<file path="src/rtl/edge_event_arbiter_if.sv">
// Valid/ready event port carrying the serialized edge events.
// The arbiter drives it as master and the event consumer uses it as slave.
interface edge_event_arbiter_if #(
    parameter int NUM_CH = 4
);
    localparam int CH_W = $clog2(NUM_CH);

    logic            evtValid;
    logic            evtReady;
    logic [CH_W-1:0] evtChannel;
    logic            evtRising;

    modport master (output evtValid, output evtChannel, output evtRising, input evtReady);
    modport slave  (input evtValid, input evtChannel, input evtRising, output evtReady);
endinterface

</file>
<file path="src/rtl/edge_event_arbiter.sv">
// Filters per-channel edge pulses into one-entry pending slots and serializes them
// round-robin onto a registered valid/ready event port, counting dropped events.
module edge_event_slot (
    input  logic       clock,
    input  logic       reset,
    input  logic       rise_i,
    input  logic       fall_i,
    input  logic       en_i,
    input  logic [1:0] mode_i,
    input  logic       grant_i,
    output logic       pend_o,
    output logic       rise_o,
    output logic [1:0] drop_o
);
    logic qual_r, qual_f, evt, busy;
    logic pend_q, rise_q;

    assign qual_r = en_i & rise_i & mode_i[0];
    assign qual_f = en_i & fall_i & mode_i[1];
    assign evt    = qual_r | qual_f;
    // A slot being granted this cycle is free for a new event.
    assign busy   = pend_q & ~grant_i;

    // Both edges at once: rising takes the slot, falling is always dropped.
    always_comb begin
        drop_o = 2'd0;
        if (qual_r & qual_f)
            drop_o = busy ? 2'd2 : 2'd1;
        else if (evt & busy)
            drop_o = 2'd1;
    end

    always_ff @(posedge clock or posedge reset) begin
        if (reset) begin
            pend_q <= 1'b0;
            rise_q <= 1'b0;
        end else if (!en_i) begin
            pend_q <= 1'b0;
        end else if (evt & ~busy) begin
            pend_q <= 1'b1;
            rise_q <= qual_r;
        end else if (grant_i) begin
            pend_q <= 1'b0;
        end
    end

    assign pend_o = pend_q;
    assign rise_o = rise_q;
endmodule

module edge_event_arbiter #(
    parameter int NUM_CH = 4,
    parameter int CNT_W  = 8
) (
    input  logic                  clock,
    input  logic                  reset,
    input  logic [NUM_CH-1:0]     risingEdge,
    input  logic [NUM_CH-1:0]     fallingEdge,
    input  logic [NUM_CH-1:0]     chEnable,
    input  logic [2*NUM_CH-1:0]   edgeMode,
    edge_event_arbiter_if.master  evt,
    output logic [NUM_CH-1:0]     pending,
    output logic [CNT_W-1:0]      overflowCount
);
    localparam int CH_W   = $clog2(NUM_CH);
    localparam int DSUM_W = $clog2(2*NUM_CH+1);
    localparam int SUM_W  = CNT_W + DSUM_W;
    localparam logic [CNT_W-1:0] CNT_MAX = '1;
    localparam logic [CH_W-1:0]  LAST_CH = CH_W'(NUM_CH-1);

    typedef enum logic {IDLE, HOLD} state_e;

    state_e                   state_q;
    logic                     valid_q, erise_q;
    logic [CH_W-1:0]          ech_q, rr_q;
    logic [CNT_W-1:0]         cnt_q, cnt_d;
    logic [NUM_CH-1:0]        rise_slot, req, grant;
    logic [NUM_CH-1:0][1:0]   drop;
    logic [CH_W-1:0]          gidx;
    logic                     gfound, do_grant;
    logic [DSUM_W-1:0]        drops;
    logic [SUM_W-1:0]         sum;

    for (genvar i = 0; i < NUM_CH; i++) begin : g_slot
        edge_event_slot u_slot (
            .clock   (clock),
            .reset   (reset),
            .rise_i  (risingEdge[i]),
            .fall_i  (fallingEdge[i]),
            .en_i    (chEnable[i]),
            .mode_i  (edgeMode[2*i+1:2*i]),
            .grant_i (grant[i]),
            .pend_o  (pending[i]),
            .rise_o  (rise_slot[i]),
            .drop_o  (drop[i])
        );
    end

    assign req = pending & chEnable;

    // Scan downward so the last hit written is the nearest channel at or after rr_q.
    always_comb begin
        logic [CH_W-1:0] idx;
        gidx   = '0;
        gfound = 1'b0;
        idx    = '0;
        for (int k = NUM_CH-1; k >= 0; k--) begin
            idx = CH_W'((int'(rr_q) + k) % NUM_CH);
            if (req[idx]) begin
                gidx   = idx;
                gfound = 1'b1;
            end
        end
    end

    assign do_grant = gfound & ((state_q == IDLE) | evt.evtReady);
    assign grant    = do_grant ? (NUM_CH'(1) << gidx) : '0;

    always_comb begin
        drops = '0;
        for (int i = 0; i < NUM_CH; i++)
            drops = drops + DSUM_W'(drop[i]);
        sum   = SUM_W'(cnt_q) + SUM_W'(drops);
        cnt_d = (sum > SUM_W'(CNT_MAX)) ? CNT_MAX : sum[CNT_W-1:0];
    end

    always_ff @(posedge clock or posedge reset) begin
        if (reset) begin
            state_q <= IDLE;
            valid_q <= 1'b0;
            ech_q   <= '0;
            erise_q <= 1'b0;
            rr_q    <= '0;
            cnt_q   <= '0;
        end else begin
            cnt_q <= cnt_d;
            case (state_q)
                IDLE, HOLD: begin
                    if (do_grant) begin
                        state_q <= HOLD;
                        valid_q <= 1'b1;
                        ech_q   <= gidx;
                        erise_q <= rise_slot[gidx];
                        rr_q    <= (gidx == LAST_CH) ? '0 : gidx + 1'b1;
                    end else if (state_q == HOLD && evt.evtReady) begin
                        state_q <= IDLE;
                        valid_q <= 1'b0;
                    end
                end
                default: state_q <= IDLE;
            endcase
        end
    end

    assign evt.evtValid   = valid_q;
    assign evt.evtChannel = ech_q;
    assign evt.evtRising  = erise_q;
    assign overflowCount  = cnt_q;
endmodule

</file>
<file path="src/flat_wrapper.sv">
// flat-port wrapper written by rule: the top's interface ports become plain ports
module edge_event_arbiter_flat 
#(
    parameter int NUM_CH = 4,
    parameter int CNT_W  = 8
)
  (clock, reset, risingEdge, fallingEdge, chEnable, edgeMode, pending, overflowCount, evt_evtValid, evt_evtChannel, evt_evtRising, evt_evtReady);
  edge_event_arbiter_if #(.NUM_CH(NUM_CH)) evt_i ();
  input  logic clock;
  input  logic reset;
  input  logic [NUM_CH-1:0] risingEdge;
  input  logic [NUM_CH-1:0] fallingEdge;
  input  logic [NUM_CH-1:0] chEnable;
  input  logic [2*NUM_CH-1:0] edgeMode;
  output logic [NUM_CH-1:0] pending;
  output logic [CNT_W-1:0] overflowCount;
  output wire logic [$bits(evt_i.evtValid)-1:0] evt_evtValid;
  output wire logic [$bits(evt_i.evtChannel)-1:0] evt_evtChannel;
  output wire logic [$bits(evt_i.evtRising)-1:0] evt_evtRising;
  input wire logic [$bits(evt_i.evtReady)-1:0] evt_evtReady;
  assign evt_evtValid = evt_i.evtValid;
  assign evt_evtChannel = evt_i.evtChannel;
  assign evt_evtRising = evt_i.evtRising;
  assign evt_i.evtReady = evt_evtReady;
  edge_event_arbiter #(.NUM_CH(NUM_CH), .CNT_W(CNT_W)) u_core (.clock(clock), .reset(reset), .risingEdge(risingEdge), .fallingEdge(fallingEdge), .chEnable(chEnable), .edgeMode(edgeMode), .evt(evt_i), .pending(pending), .overflowCount(overflowCount));
endmodule
</file>
<file path="config.mk">
export PLATFORM = sky130hd
export DESIGN_NAME = edge_event_arbiter_flat
export DESIGN_NICKNAME = d
export VERILOG_FILES = /design/src/rtl/edge_event_arbiter_if.sv /design/src/rtl/edge_event_arbiter.sv /design/src/flat_wrapper.sv
export SDC_FILE = /design/constraint.sdc
export NUM_CORES = 1
export LEC_CHECK = 0
export CORE_MARGIN = 2
export CORE_UTILIZATION = 49
export DETAILED_ROUTE_END_ITERATION = 6
export GPL_ROUTABILITY_DRIVEN = 0
export PLACE_DENSITY = 0.85
export SETUP_SLACK_MARGIN = 0.2
export SKIP_LAST_GASP = 1
export SYNTH_ARGS = -nofsm -noshare
export SYNTH_HDL_FRONTEND = slang
export SYNTH_SLANG_ARGS = --single-unit
</file>
<file path="constraint.sdc">
create_clock -name clock -period 6.4 [get_ports clock]
set_input_delay 1.28 -clock clock [delete_from_list [all_inputs] [get_ports clock]]
set_output_delay 1.28 -clock clock [all_outputs]
set_load 0.05 [all_outputs]
</file>
-- Word-level counts from Yosys, hierarchy flattened
Cells that the tools add are included.
- add/subtract/negate cells: 8
- multipliers: 0
- div/mod/pow operators: 0
- magnitude comparators: 6
- equal/unequal tests: 5
- shift operators: 1
- mux-type cells: 47
- bitwise gates (word level): 48
- reduce and logical (&&, ||, !) cells: 6
- operators by type and width (operator ; number):
    AND 1 bit ; 33
    2-to-1 mux 1 bit ; 27
    2-to-1 mux 2 bit ; 13
    less-than comparator 2 x 3 -> 1 bit (second input constant) ; 5
    greater-than comparator 12 x 8 -> 1 bit (second input constant) ; 1
    != test 3 x 1 -> 1 bit (second input constant) ; 4
    binary-select mux 1 bit (select 2 bit) ; 5
    adder 8 x 4 -> 9 bit ; 1
    inverter 1 bit ; 9
    adder 4 x 2 -> 4 bit ; 2
    2-to-1 mux 8 bit ; 1
    AND reduction 2 bit ; 4
    bitwise OR 1 bit ; 5
    adder 2 x 1 -> 2 bit (second input constant) ; 2
    adder 2 bit (second input constant) ; 2
    AND 4 bit ; 1
    2-to-1 mux 4 bit ; 1
    left shift 1 x 2 -> 4 bit (first input constant) ; 1
    adder 2 x 2 -> 3 bit ; 1
    == test 2 bit (second input constant) ; 1
    nonzero test 2 bit ; 1
    logical AND 1 bit ; 1
- flip-flop bits (word level): 22
- bits in latches: 0
- bits in writable memories: 0
- memory bits (read-only): 0
- word-level logic and storage cells: 134
- memories kept: 0

-- Logic depth before layout (Yosys ltp)
Gate-level depths: netlist of the first run.
- word-level depth: 20
- mapped depth: 20

-- Modules after synthesis
Synthesis of the first run repeated with hierarchy kept, for this count alone.
- cell total of the unflattened synthesis: 181
- area, all modules: 1587.8 µm²
- by module, submodules not included (module ; instances ; cells each ; area each (µm²) ; seq. area each (µm²)):
    edge_event_arbiter ; 1 ; 117 ; 1047.3 ; 350.3
    edge_event_slot ; 4 ; 16 ; 135.1 ; 50.0

-- Worst setup path after synthesis of the first run
No wires, ideal clock.
- path kind: input to register
- start point: input port chEnable[2]
- end point: register u_core.cnt_q[5], in the netlist u_core.overflowCount[5]
- data arrival time: 5.637 ns
- data required time: 6.334 ns
- slack: 0.697 ns
- stages: 19
- buffers on the path: 0
- path through: nand2_1 and3b_1 o221ai_2 ha_1 inv_1 o21ai_2 a211oi_1 a41o_1 ha_1 fa_1 fa_1 ha_1 fa_1 ha_1 a21o_1 a21oi_1 or3b_2 nand3_1 o21a_1
- longest elaborated chain between the ends: 20
- elaborated cells on any way between the ends: 56
- those cells by class: 4 x add/sub; 1 x order compare; 1 x shift; 30 x mux; 20 x bitwise
- RTL lines (what ; RTL line ; RTL):
    from (decl) ; flat_wrapper.sv:13 ; input logic [NUM_CH-1:0] chEnable;
    AND 4 bit ; edge_event_arbiter.sv:99 ; assign req = pending & chEnable;
    binary-select mux 1 bit (select 2 bit) ; edge_event_arbiter.sv:109 ; if (req[idx]) begin
    2-to-1 mux 1 bit (not written as such) ; edge_event_arbiter.sv:109 ;
    2-to-1 mux 2 bit or 2-to-1 mux 1 bit (tied branches) (4 in series) ; edge_event_arbiter.sv:109 ;
    left shift 1 x 2 -> 4 bit or AND 1 bit (tied branches) ; edge_event_arbiter.sv:117, edge_event_arbiter.sv:116 ;
    2-to-1 mux 4 bit ; edge_event_arbiter.sv:117 ; assign grant = do_grant ? (NUM_CH'(1) << gidx) : '0;
    inverter 1 bit ; edge_event_arbiter.sv:22 ; assign busy = pend_q & ~grant_i;
    AND 1 bit ; edge_event_arbiter.sv:22 ;
    [2 not listed] ; - ;
    2-to-1 mux 2 bit ; edge_event_arbiter.sv:27 ; if (qual_r & qual_f)
    adder 2 x 2 -> 3 bit ; edge_event_arbiter.sv:122 ; drops = drops + DSUM_W'(drop[i]);
    adder 4 x 2 -> 4 bit ; edge_event_arbiter.sv:122 ;
    adder 4 x 2 -> 4 bit (*) ; edge_event_arbiter.sv:122 ;
    adder 8 x 4 -> 9 bit (*) ; edge_event_arbiter.sv:123 ; sum = SUM_W'(cnt_q) + SUM_W'(drops);
    greater-than comparator 12 x 8 -> 1 bit ; edge_event_arbiter.sv:124 ; cnt_d = (sum > SUM_W'(CNT_MAX)) ? CNT_MAX : sum[CNT_W-1:0];
    2-to-1 mux 8 bit (*) ; edge_event_arbiter.sv:124 ;
    net u_core.cnt_d[5] ; edge_event_arbiter.sv:76 ; logic [CNT_W-1:0] cnt_q, cnt_d;
    to (signal assigned) ; edge_event_arbiter.sv:136 ; cnt_q <= cnt_d;
    to (decl) ; edge_event_arbiter.sv:76 ;
The timed path passes the listed nets; every way through them passes the cells marked *. The select of a mux whose other input is x is not followed.
A chain may end at the register's enable or synchronous reset.

-- Worst setup path after layout of the first run
- start point: input port chEnable[2]
- end point: register u_core.cnt_q[5], in the netlist u_core.overflowCount[5]
- longest elaborated chain between the ends: 20
- elaborated cells on any way between the ends: 56
- those cells by class: 4 x add/sub; 1 x order compare; 1 x shift; 30 x mux; 20 x bitwise
- RTL lines (what ; RTL line ; RTL):
    AND 4 bit (*) ; edge_event_arbiter.sv:99 ;
    binary-select mux 1 bit (select 2 bit) ; edge_event_arbiter.sv:109 ;
    2-to-1 mux 1 bit (not written as such) ; edge_event_arbiter.sv:109 ;
    2-to-1 mux 2 bit (3 in series) ; edge_event_arbiter.sv:109 ;
    2-to-1 mux 2 bit (*) ; edge_event_arbiter.sv:109 ;
    net u_core.gidx[0] ; edge_event_arbiter.sv:79 ; logic [CH_W-1:0] gidx;
    left shift 1 x 2 -> 4 bit (*) ; edge_event_arbiter.sv:117 ;
    2-to-1 mux 4 bit (*) ; edge_event_arbiter.sv:117 ;
    [4 not listed] ; - ;
    2-to-1 mux 2 bit ; edge_event_arbiter.sv:27 ;
    adder 2 x 2 -> 3 bit ; edge_event_arbiter.sv:122 ;
    adder 4 x 2 -> 4 bit ; edge_event_arbiter.sv:122 ;
    adder 4 x 2 -> 4 bit (*) ; edge_event_arbiter.sv:122 ;
    adder 8 x 4 -> 9 bit (*) ; edge_event_arbiter.sv:123 ;
    greater-than comparator 12 x 8 -> 1 bit ; edge_event_arbiter.sv:124 ;
    2-to-1 mux 8 bit (*) ; edge_event_arbiter.sv:124 ;
    net u_core.cnt_d[5] ; edge_event_arbiter.sv:76 ;
Marked as above.

==> metrics.txt, run 1 <==
FP Rows 20; Max Fanout on Critical Path 5; switching share of power 0.4478; CTS tree yes; Synth Cell Area 1568 um^2; All-Layer GR Usage 0.2370; nature of the critical path startpoint input pin; crit-path leading delay family adder cells; Mapped Cells 163; # fillers 258; syn nets 201; crit-path max cell delay 0.53 ns; DRT iter0 DRCs 69; CTS Buf Count 3; Leak 0.9843 nW; crit path DAT 6.27 ns; final setup fails 0; Sw Pwr 0.2713 mW; die height 60.57 um; final instance area 2128 um^2; dpl cell area 2041 um^2; Layout Skew 0.001501 ns; Max-Cap Viols 0; Yosys cell types 46; Tmin final 6.005 ns; nature of the critical path endpoint flop; Min Hold Slack 0.4934 ns; hold_buf cts 0; CORE AREA 3053 um^2; outcome finished clean; Clock power frac 0.130; Max Slew Vio Count 0; share of the synthesized area in the top cell type 0.3512; most frequent cells in the layout clkdlybuf4s50_1, nand2_1, dfrtp_1; leading area contributor after synthesis dfrtp_1; Slew headroom 0.4313; internal power 0.3345 mW; Routed Antenna Nets 0; final setup TNS 0 ns; Antenna diodes 0; Power Total 0.6058 mW; CP bufs+invs 2; logic gate share of total power 0.517; die area 3668 um^2; gr ovfl total 0; fin crit share 0.9383; most common cell after layout, fill and taps aside clkdlybuf4s50_1; CTS max path bufs 2; hpwl dp 3085 um; largest net degree at the start of global routing 23; fin util 0.6971; layout cell share with drive strength beyond 1 0.1381; Synth Register Bits 22; DR pass1 iterations 4; IO buf count 38; Critical Path RT 6.66 ns; Primary FF master, synth dfrtp_1; CTS root buf clkbuf_4; WL/cell 15.44 um; Crit Path Category in2reg; CP cell instances clkdlybuf4s50_1 > and3b_1 > o21a_1 > or3_4 > clkinv_4 > ha_1 > a21boi_4 > o311ai_2 > ha_1 > fa_1 > fa_1 > ha_1 > fa_1 > ha_1 > a21o_1 > a21oi_1 > or3b_2 > nand3_1 > o21a_1; Slew @ Worst Pin 0.8521 ns; Starting Density 0.5135; CP max-delay cell or3b_2; H-tree levels 1; initial antenna violation count 0; Area growth syn-to-layout 35.75%; Layout Nets 249; RSZ-0062 raised after global routing no; DR vias 1438; Area contributors post-synth dfrtp_1, ha_1, fa_1; most used cell, CP ha_1; post-CTS setup buffers 0; VDD IR-drop max 0.0002837 V; Worst-path clk slew 0.12 ns; worst hold path class reg2reg; Post-Synth Adder-Cell Area 0.1437; number of global-route vias before repair 1494; Ys Warns 0; largest family of logic cells by synthesized area simple AND/OR/NAND/NOR gates; routed vias/inst 5.661; simple-gate share of the synthesized area 0.2083; PD cells 284.6 nW/um^2; sequential area share after synthesis 0.3512; I/O pin count 39; Syn Area/Cell 9.618 um^2; ys async rst share 1.000; xor-xnor portion of the synthesized cell area 0.01117; first-pass GRT wire length 6513 um; mux cell area share after synthesis 0.02713; Clock Sinks 22; Seq pwr share 0.354; worst-skew pair later-pin latency 0.31 ns; number of synthesized flops with an enable pin 0; fmax 166.5 MHz; total length of routed wires 3921 um; Compound-Gate Fraction of Synth Area 0.2051; Die Span X 60.57 um; Final Hold Fails 0; Residual DRC 0
==> area by class of cell <==
cell class                      instances  area [um^2]  share of cell area
Multi-Input combinational cell        124        982.2              0.4615
Sequential cell                        22        550.5              0.2587
Timing Repair Buffer                   47        450.4              0.2116
Tap cell                               44        55.05             0.02587
Inverter                               13        53.80             0.02528
Clock buffer                            4        36.28             0.01705
==> sequential cells by signal (all words and copies together), names as in the netlist <==
register                     cells
u_core.rr_q                      2
u_core.overflowCount             8
u_core.g_slot.u_slot.pend_o      4
u_core.g_slot.u_slot.rise_o      4
u_core.evt.evtRising             1
u_core.evt.evtChannel            2
u_core.evt.evtValid              1
==> path summary, 6_finish.rpt <==
check / startpoint / endpoint / slack (ns) / depth (start not counted)
max: chEnable[2] / u_core.overflowCount[5]$_DFF_PP0_ / 0.39 / 19
min: u_core.evt.evtChannel[1]$_DFFE_PP0P_ / u_core.evt.evtChannel[1]$_DFFE_PP0P_ / 0.49 / 2
max reg2reg: u_core.rr_q[1]$_DFFE_PP0P_ / u_core.overflowCount[5]$_DFF_PP0_ / 1.29 / 18
min reg2reg: u_core.evt.evtChannel[1]$_DFFE_PP0P_ / u_core.evt.evtChannel[1]$_DFFE_PP0P_ / 0.49 / 2
max in group asynchronous: reset / u_core.g_slot[2].u_slot.rise_o$_DFFE_PP0P_ / 4.43 / 2
min in group asynchronous: reset / u_core.g_slot[1].u_slot.pend_o$_DFFE_PP0P_ / 1.45 / 2
==> power by group through the flow <==
stage               clock, mW  sequential (mW)  combinational [mW]
floorplan                   0            0.294               0.115
global placement            0            0.211               0.297
detailed placement          0            0.214               0.306
CTS                    0.0794            0.212               0.309
global route           0.0839            0.218               0.337
finish                 0.0785            0.214               0.313
==> worst register-to-register path: cells and delay by family (launching register included) <==
kind	cells	cell delay [ns]
adders and majority gates	7	2.34
and+or+nand+nor	4	1.32
AOI/OAI and AO/OA	6	0.81
DFF	1	0.52
buffers and inverters	1	0.08
==> what timing repair did <==
action | in CTS | in global routing
resized for setup | 0 | 9
endpoints found under the setup margin | 0 | 8
endpoints found under the hold margin | 0 | 0
==> per-stage QoR <==
stage                     setup slack (ns)  instances
after floorplan                     0.6972        163
after global placement             0.09620        250
after detailed placement           0.02262        250
after CTS                           0.2772        254
after global routing                0.1873        254
final                               0.3949        254
==> metal layers <==
metal,global-route usage,share of wire,up-vias
met2,0.4439,0.53,38
met1,0.2632,0.41,708
met3,0.04904,0.038,11
li1,-,-,681
met4,0.08385,0.021,0
met5,0,0,-
==> synthesized netlist by cell type, drive strengths merged (3+ instances only) <==
cell and number:
inv 12, a21oi 7, a21boi 3, nand3 9, a31oi 3, o21ai 9
o31a 3, buf 4, fa 5, nand4 3, nor3 3, ha 10
o21a 3, nand2 28, dfrtp 22
==> cell families (layout without fill, tap and decap cells) <==
kind of cell / count (synthesis) / in the layout
and+or+nand+nor: 61 / 61
AOI/OAI and AO/OA: 42 / 42
DFF: 22 / 22
buffers and inverters: 17 / 64
adders and majority gates: 15 / 15
muxes: 4 / 4
xor gates and xnor gates: 2 / 2
No activity file was read; power rests on OpenSTA's default activity.
==> run 2: changes to the inputs <==
--- a/config.mk
+++ b/config.mk
@@ -6,10 +6,10 @@
 export NUM_CORES = 1
 export LEC_CHECK = 0
 export CORE_MARGIN = 2
-export CORE_UTILIZATION = 49
+export CORE_UTILIZATION = 44
 export DETAILED_ROUTE_END_ITERATION = 6
 export GPL_ROUTABILITY_DRIVEN = 0
-export PLACE_DENSITY = 0.85
+export PLACE_DENSITY = 0.8
 export SETUP_SLACK_MARGIN = 0.2
 export SKIP_LAST_GASP = 1
 export SYNTH_ARGS = -nofsm -noshare
==> constraint.sdc (replaced) <==
create_clock -name clock -period 4.93 [get_ports clock]
set_input_delay 0.986 -clock clock [delete_from_list [all_inputs] [get_ports clock]]
set_output_delay 0.986 -clock clock [all_outputs]
set_load 0.05 [all_outputs]
==> metrics.txt, run 2 (same netlist as run 1, synthesis figures left out) <==
Seq pwr share 0.330 (-0.024); Tmin final 5.023 ns; logic gate share of total power 0.544 (+0.027); worst-skew pair later-pin latency 0.33 ns (+0.02 ns); fmax 199.1 MHz; Clock Sinks 22 (unchanged); layout cell share with drive strength beyond 1 0.3264 (+0.1883); nature of the critical path endpoint flop; most used cell, CP fa_1; Largest register FFs 8 (unchanged); pre-CTS setup slack -0.9309 ns (-0.9535 ns); hpwl dp 3721 um (+21%); Antenna diodes 0 (unchanged); gr ovfl total 0 (unchanged); number of global-route vias before repair 1764 (+18%); Final Hold Fails 0 (unchanged); Starting Density 0.4625 (-0.05099); Worst-path clk slew 0.14 ns (+0.02 ns); CTS max path bufs 2 (unchanged); initial antenna violation count 0 (unchanged); IO buf count 38 (unchanged); final setup TNS -0.1867 ns (-0.1867 ns); nature of the critical path startpoint input pin; FP Rows 21 (+5.0%); CP max-delay cell fa_1; CTS tree yes; fin crit share 1.019; Clock power frac 0.127 (-0.003); CORE AREA 3390 um^2 (+11%); RSZ-0062 raised after global routing yes; outcome finished, violations left; Leak 1.135 nW (+15%); most frequent cells in the layout buf_4, clkdlybuf4s50_1, nand2_1; setup slack after layout -0.09340 ns (-0.4883 ns); first-pass GRT wire length 8024 um (+23%); VDD IR-drop max 0.0003196 V (+13%); DR vias 1609 (+12%); Max-Cap Viols 0 (unchanged); final setup fails 5 (+5); Crit Path Category in2reg; largest net degree at the start of global routing 23 (unchanged); total length of routed wires 4902 um (+25%); # fillers 234 (-9.3%); Sw Pwr 0.3906 mW (+44%); H-tree levels 1 (unchanged); crit path DAT 5.31 ns (-0.96 ns); CTS Buf Count 3 (unchanged); die height 63.69 um (+5.2%); Critical Path RT 5.22 ns (-1.44 ns); crit-path max cell delay 0.49 ns (-0.04 ns); Max Slew Vio Count 0 (unchanged); CTS root buf clkbuf_4; DR pass1 iterations 4 (unchanged); Area growth syn-to-layout 57.06%; DRT iter0 DRCs 117 (+70%); Routed Antenna Nets 0 (unchanged); WL/cell 17.20 um (+11%); Max Fanout on Critical Path 5 (unchanged); switching share of power 0.4494 (+0.001582); Slew @ Worst Pin 0.8752 ns (+0.02303 ns); internal power 0.4786 mW (+43%); Die Span X 63.69 um (+5.2%); Residual DRC 0 (unchanged); Slew headroom 0.4159 (-0.01537); CP cell instances buf_8 > and3b_1 > o21a_1 > or3_4 > ha_4 > inv_2 > o21ai_4 > a211oi_2 > a41o_1 > ha_2 > fa_1 > fa_1 > ha_2 > fa_1 > ha_4 > a21o_1 > a21oi_2 > or3b_4 > nand3_2 > o21a_1; PD cells 353.0 nW/um^2 (+24%); die area 4056 um^2 (+11%); Layout Skew 0.007415 ns (+0.005914 ns); failing checks setup timing; I/O pin count 39 (unchanged); routed vias/inst 5.646 (-0.28%); worst hold path class reg2reg; All-Layer GR Usage 0.2570 (+0.02002); most common cell after layout, fill and taps aside buf_4; Layout Nets 278 (+12%)
-- run 2: final cells by class --
cell class	instances	area, um^2	area share
clock buffers	4	36.28	0.01474
flip-flops and latches	22	550.5	0.2236
well taps	46	57.56	0.02337
inverters	13	53.80	0.02185
repair buffers	76	664.4	0.2698
multi-input cells	124	1100	0.4466
-- run 2: per-layer routing --
metal  GRT usage  share of wire  vias to the layer above
li1            -              -                      739
met1      0.2733           0.38                      791
met2      0.4882           0.55                       58
met3     0.03393          0.033                       21
met4      0.1304          0.040                        0
met5           0              0                        -
-- run 2: repair_timing --
action,CTS,global route
resized for setup,24,3
pin swaps,8,11
hold buffers,0,0
setup buffers,3,1
setup endpoints to repair,8,8
-- run 2: stage by stage --
stage | cells | cell area [um^2] | power (mW) | util | hold WS [ns]
2_1_floorplan | 163 | 1710 | 0.5580 | - | 0.4656
3_3_place_gp | 277 | 2374 | 0.7222 | 0.7003 | 0.4578
3_5_place_dp | 277 | 2374 | 0.7386 | 0.7003 | 0.4686
4_1_cts | 284 | 2446 | 0.8564 | 0.7217 | 0.5012
5_1_grt | 285 | 2462 | 0.9103 | 0.7265 | 0.5280
6_report | 285 | 2462 | 0.8692 | 0.7265 | 0.4995
-- run 2: power by group through the flow --
stage	Sequential (mW)	Combinational (mW)	Clock (mW)
after floorplan	0.389	0.169	0
after global placement	0.282	0.441	0
after detailed placement	0.286	0.453	0
after CTS	0.283	0.465	0.108
after global routing	0.292	0.500	0.119
final	0.286	0.473	0.110
-- run 2: critical path, delay by kind of cell --
family,cells,cell delay (ns)
adder cells (fa/ha/maj),7,2.22
AND/OR/NAND/NOR,4,1.05
AO/OA/AOI/OAI,7,0.87
buffers and inverters,2,0.17
-- run 2: final timing paths --
path | startpoint | end | slack (ns) | cells past startpoint
min | u_core.evt.evtChannel[0]$_DFFE_PP0P_ | u_core.evt.evtChannel[0]$_DFFE_PP0P_ | 0.50 | 2
min reg2reg | u_core.evt.evtChannel[0]$_DFFE_PP0P_ | u_core.evt.evtChannel[0]$_DFFE_PP0P_ | 0.50 | 2
max in group asynchronous | reset | u_core.evt.evtChannel[1]$_DFFE_PP0P_ | 3.27 | 2
min in group asynchronous | reset | u_core.overflowCount[5]$_DFF_PP0_ | 1.12 | 2
max reg2reg | u_core.rr_q[1]$_DFFE_PP0P_ | u_core.overflowCount[5]$_DFF_PP0_ | 0.05 | 19
max | chEnable[2] | u_core.overflowCount[5]$_DFF_PP0_ | -0.09 | 20
==> run 3: changes to the inputs <==
--- a/config.mk
+++ b/config.mk
@@ -5,6 +5,7 @@
 export SDC_FILE = /design/constraint.sdc
 export NUM_CORES = 1
 export LEC_CHECK = 0
+export CAP_MARGIN = 5
 export CORE_MARGIN = 2
 export CORE_UTILIZATION = 44
 export DETAILED_ROUTE_END_ITERATION = 6
@@ -12,6 +13,7 @@
 export PLACE_DENSITY = 0.8
 export SETUP_SLACK_MARGIN = 0.2
 export SKIP_LAST_GASP = 1
+export SLEW_MARGIN = 30
 export SYNTH_ARGS = -nofsm -noshare
 export SYNTH_HDL_FRONTEND = slang
 export SYNTH_SLANG_ARGS = --single-unit
==> metrics.txt, run 3 (same netlist as run 1, synthesis figures left out) <==
outcome finished, violations left; failing checks setup timing; Sw Pwr 0.3907 mW (about the same); footprint of the multi-input gates 1100 um^2 (unchanged); IO buf count 38 (unchanged); Layout Nets 278 (unchanged); crit-path leading delay family adder cells; register area 550.5 um^2 (unchanged); routed vias/inst 5.667 (+0.37%); nature of the critical path startpoint input pin; DR vias 1615 (+0.37%); fmax 199.1 MHz (about the same); Critical Path RT 5.22 ns (about the same); worst-skew pair later-pin latency 0.33 ns (about the same); Slew @ Worst Pin 0.8296 ns (-0.04560 ns); logic gate share of total power 0.544 (about the same); crit path DAT 5.31 ns (about the same); Starting Density 0.4625 (unchanged); CP max-delay cell fa_1; first-pass GRT wire length 8024 um (unchanged); most used cell, CP fa_1; Final Hold Fails 0 (unchanged); All-Layer GR Usage 0.2570 (unchanged); number of global-route vias before repair 1764 (unchanged); CTS Buf Count 3 (unchanged); Largest register FFs 8 (unchanged); Layout Skew 0.007632 ns (+0.0002173 ns); die area 4056 um^2 (unchanged); Antenna diodes 0 (unchanged); I/O pin count 39 (unchanged); Leak 1.131 nW (-0.33%); final instance area 2462 um^2 (unchanged); reg2reg start u_core.rr_q[1]$_DFFE_PP0P_; gr ovfl total 0 (unchanged); switching share of power 0.4494 (about the same); Slew headroom 0.4435 (+0.02762); total length of routed wires 4912 um (+0.20%); worst hold path class reg2reg; RSZ-0062 raised after global routing yes; hpwl dp 3721 um (unchanged); crit-path max cell delay 0.49 ns (about the same); PD cells 353.0 nW/um^2 (about the same); fin crit share 1.019 (about the same); Max Fanout on Critical Path 5 (unchanged); final setup TNS -0.1879 ns (-0.001140 ns); CTS max path bufs 2 (unchanged); CTS root buf clkbuf_4; Die Span X 63.69 um (unchanged); VDD IR-drop max 0.0003196 V (about the same); start point of the critical path chEnable[2]; Worst-path clk slew 0.14 ns (about the same); FP Rows 21 (unchanged); most common cell after layout, fill and taps aside buf_4; Max-Cap Viols 0 (unchanged); final setup fails 5 (unchanged); DR pass1 iterations 4 (unchanged); H-tree levels 1 (unchanged); WL/cell 17.24 um (+0.20%); most frequent cells in the layout buf_4, clkdlybuf4s50_1, nand2_1; hold_sp u_core.evt.evtChannel[0]$_DFFE_PP0P_; Residual DRC 0 (unchanged); die height 63.69 um (unchanged); CORE AREA 3390 um^2 (unchanged); hold_buf cts 0 (unchanged); Crit Path Category in2reg; DRT iter0 DRCs 117 (unchanged); Clock power frac 0.127 (about the same); Seq pwr share 0.330 (about the same); Clock Sinks 22 (unchanged); CTS tree yes; Tmin final 5.023 ns (+0.00005420 ns); dpl cell area 2374 um^2 (unchanged); CP bufs+invs 2 (unchanged); CP cell instances buf_8 > and3b_1 > o21a_1 > or3_4 > ha_4 > inv_2 > o21ai_4 > a211oi_2 > a41o_1 > ha_2 > fa_1 > fa_1 > ha_2 > fa_1 > ha_4 > a21o_1 > a21oi_2 > or3b_4 > nand3_2 > o21a_1; initial antenna violation count 0 (unchanged); internal power 0.4786 mW (about the same); largest net degree at the start of global routing 23 (unchanged); Area growth syn-to-layout 57.06% (unchanged); setup slack after layout -0.09345 ns (-0.00005420 ns); Min Hold Slack 0.4994 ns (-0.0001060 ns); nature of the critical path endpoint flop; Routed Antenna Nets 0 (unchanged); # fillers 234 (unchanged); layout cell share with drive strength beyond 1 0.3264 (unchanged); Max Slew Vio Count 0 (unchanged)
[run 3: cell count changes in the layout (fill, tap and decap cells not counted), sizes merged]
cell | before | now
clkinv | 1 | 2
inv | 12 | 11
[run 3: cell type report]
type / instances / share of cell area
flip-flops and latches: 22 / 0.2236
inverters: 13 / 0.02185
repair buffers: 76 / 0.2698
clock buffers: 4 / 0.01474
multi-input cells: 124 / 0.4466
well taps: 46 / 0.02337
[run 3: layer usage]
metal  part of all wire  global-route usage  vias to the layer above
met1               0.38              0.2733                      793
met4              0.040              0.1304                        0
met3              0.033             0.03393                       21
met2               0.55              0.4882                       62
met5                  0                   0                        -
li1                   -                   -                      739
[run 3: worst paths after layout]
kind                                                             end  cells after the start  slack, ns
worst max-delay path               u_core.overflowCount[5]$_DFF_PP0_                     20      -0.09
max in group asynchronous       u_core.evt.evtChannel[1]$_DFFE_PP0P_                      2       3.53
worst min-delay path            u_core.evt.evtChannel[0]$_DFFE_PP0P_                      2       0.50
worst max register to register     u_core.overflowCount[5]$_DFF_PP0_                     19       0.05
min in group asynchronous          u_core.overflowCount[5]$_DFF_PP0_                      2       1.00
worst min register to register  u_core.evt.evtChannel[0]$_DFFE_PP0P_                      2       0.50
[run 3: power by group through the flow]
stage,clock network (mW),logic [mW],registers [mW]
floorplan,0,0.169,0.389
global placement,0,0.441,0.282
detailed placement,0,0.453,0.286
CTS,0.108,0.465,0.283
global route,0.119,0.500,0.292
finish,0.110,0.473,0.286
[run 3: through the flow]
step             util  std cells  total power [mW]  setup slack, ns
4_1_cts        0.7217        284            0.8564          -0.1285
3_3_place_gp   0.7003        277            0.7222          -0.8187
2_1_floorplan       -        163            0.5580          -0.1548
3_5_place_dp   0.7003        277            0.7386          -0.9309
5_1_grt        0.7265        285            0.9104          -0.2311
6_report       0.7265        285            0.8693         -0.09345
[run 3: repair_timing]
item / 4_1_cts / 5_1_grt
pin swaps: 8 / 11
resized for setup: 24 / 3
setup buffers: 3 / 1
setup endpoints to repair: 8 / 8
[run 3: worst min-delay path, delay by kind of cell (launching register included)]
kind,cells,cell delay (ns)
flops,1,0.37
simple gates,2,0.10
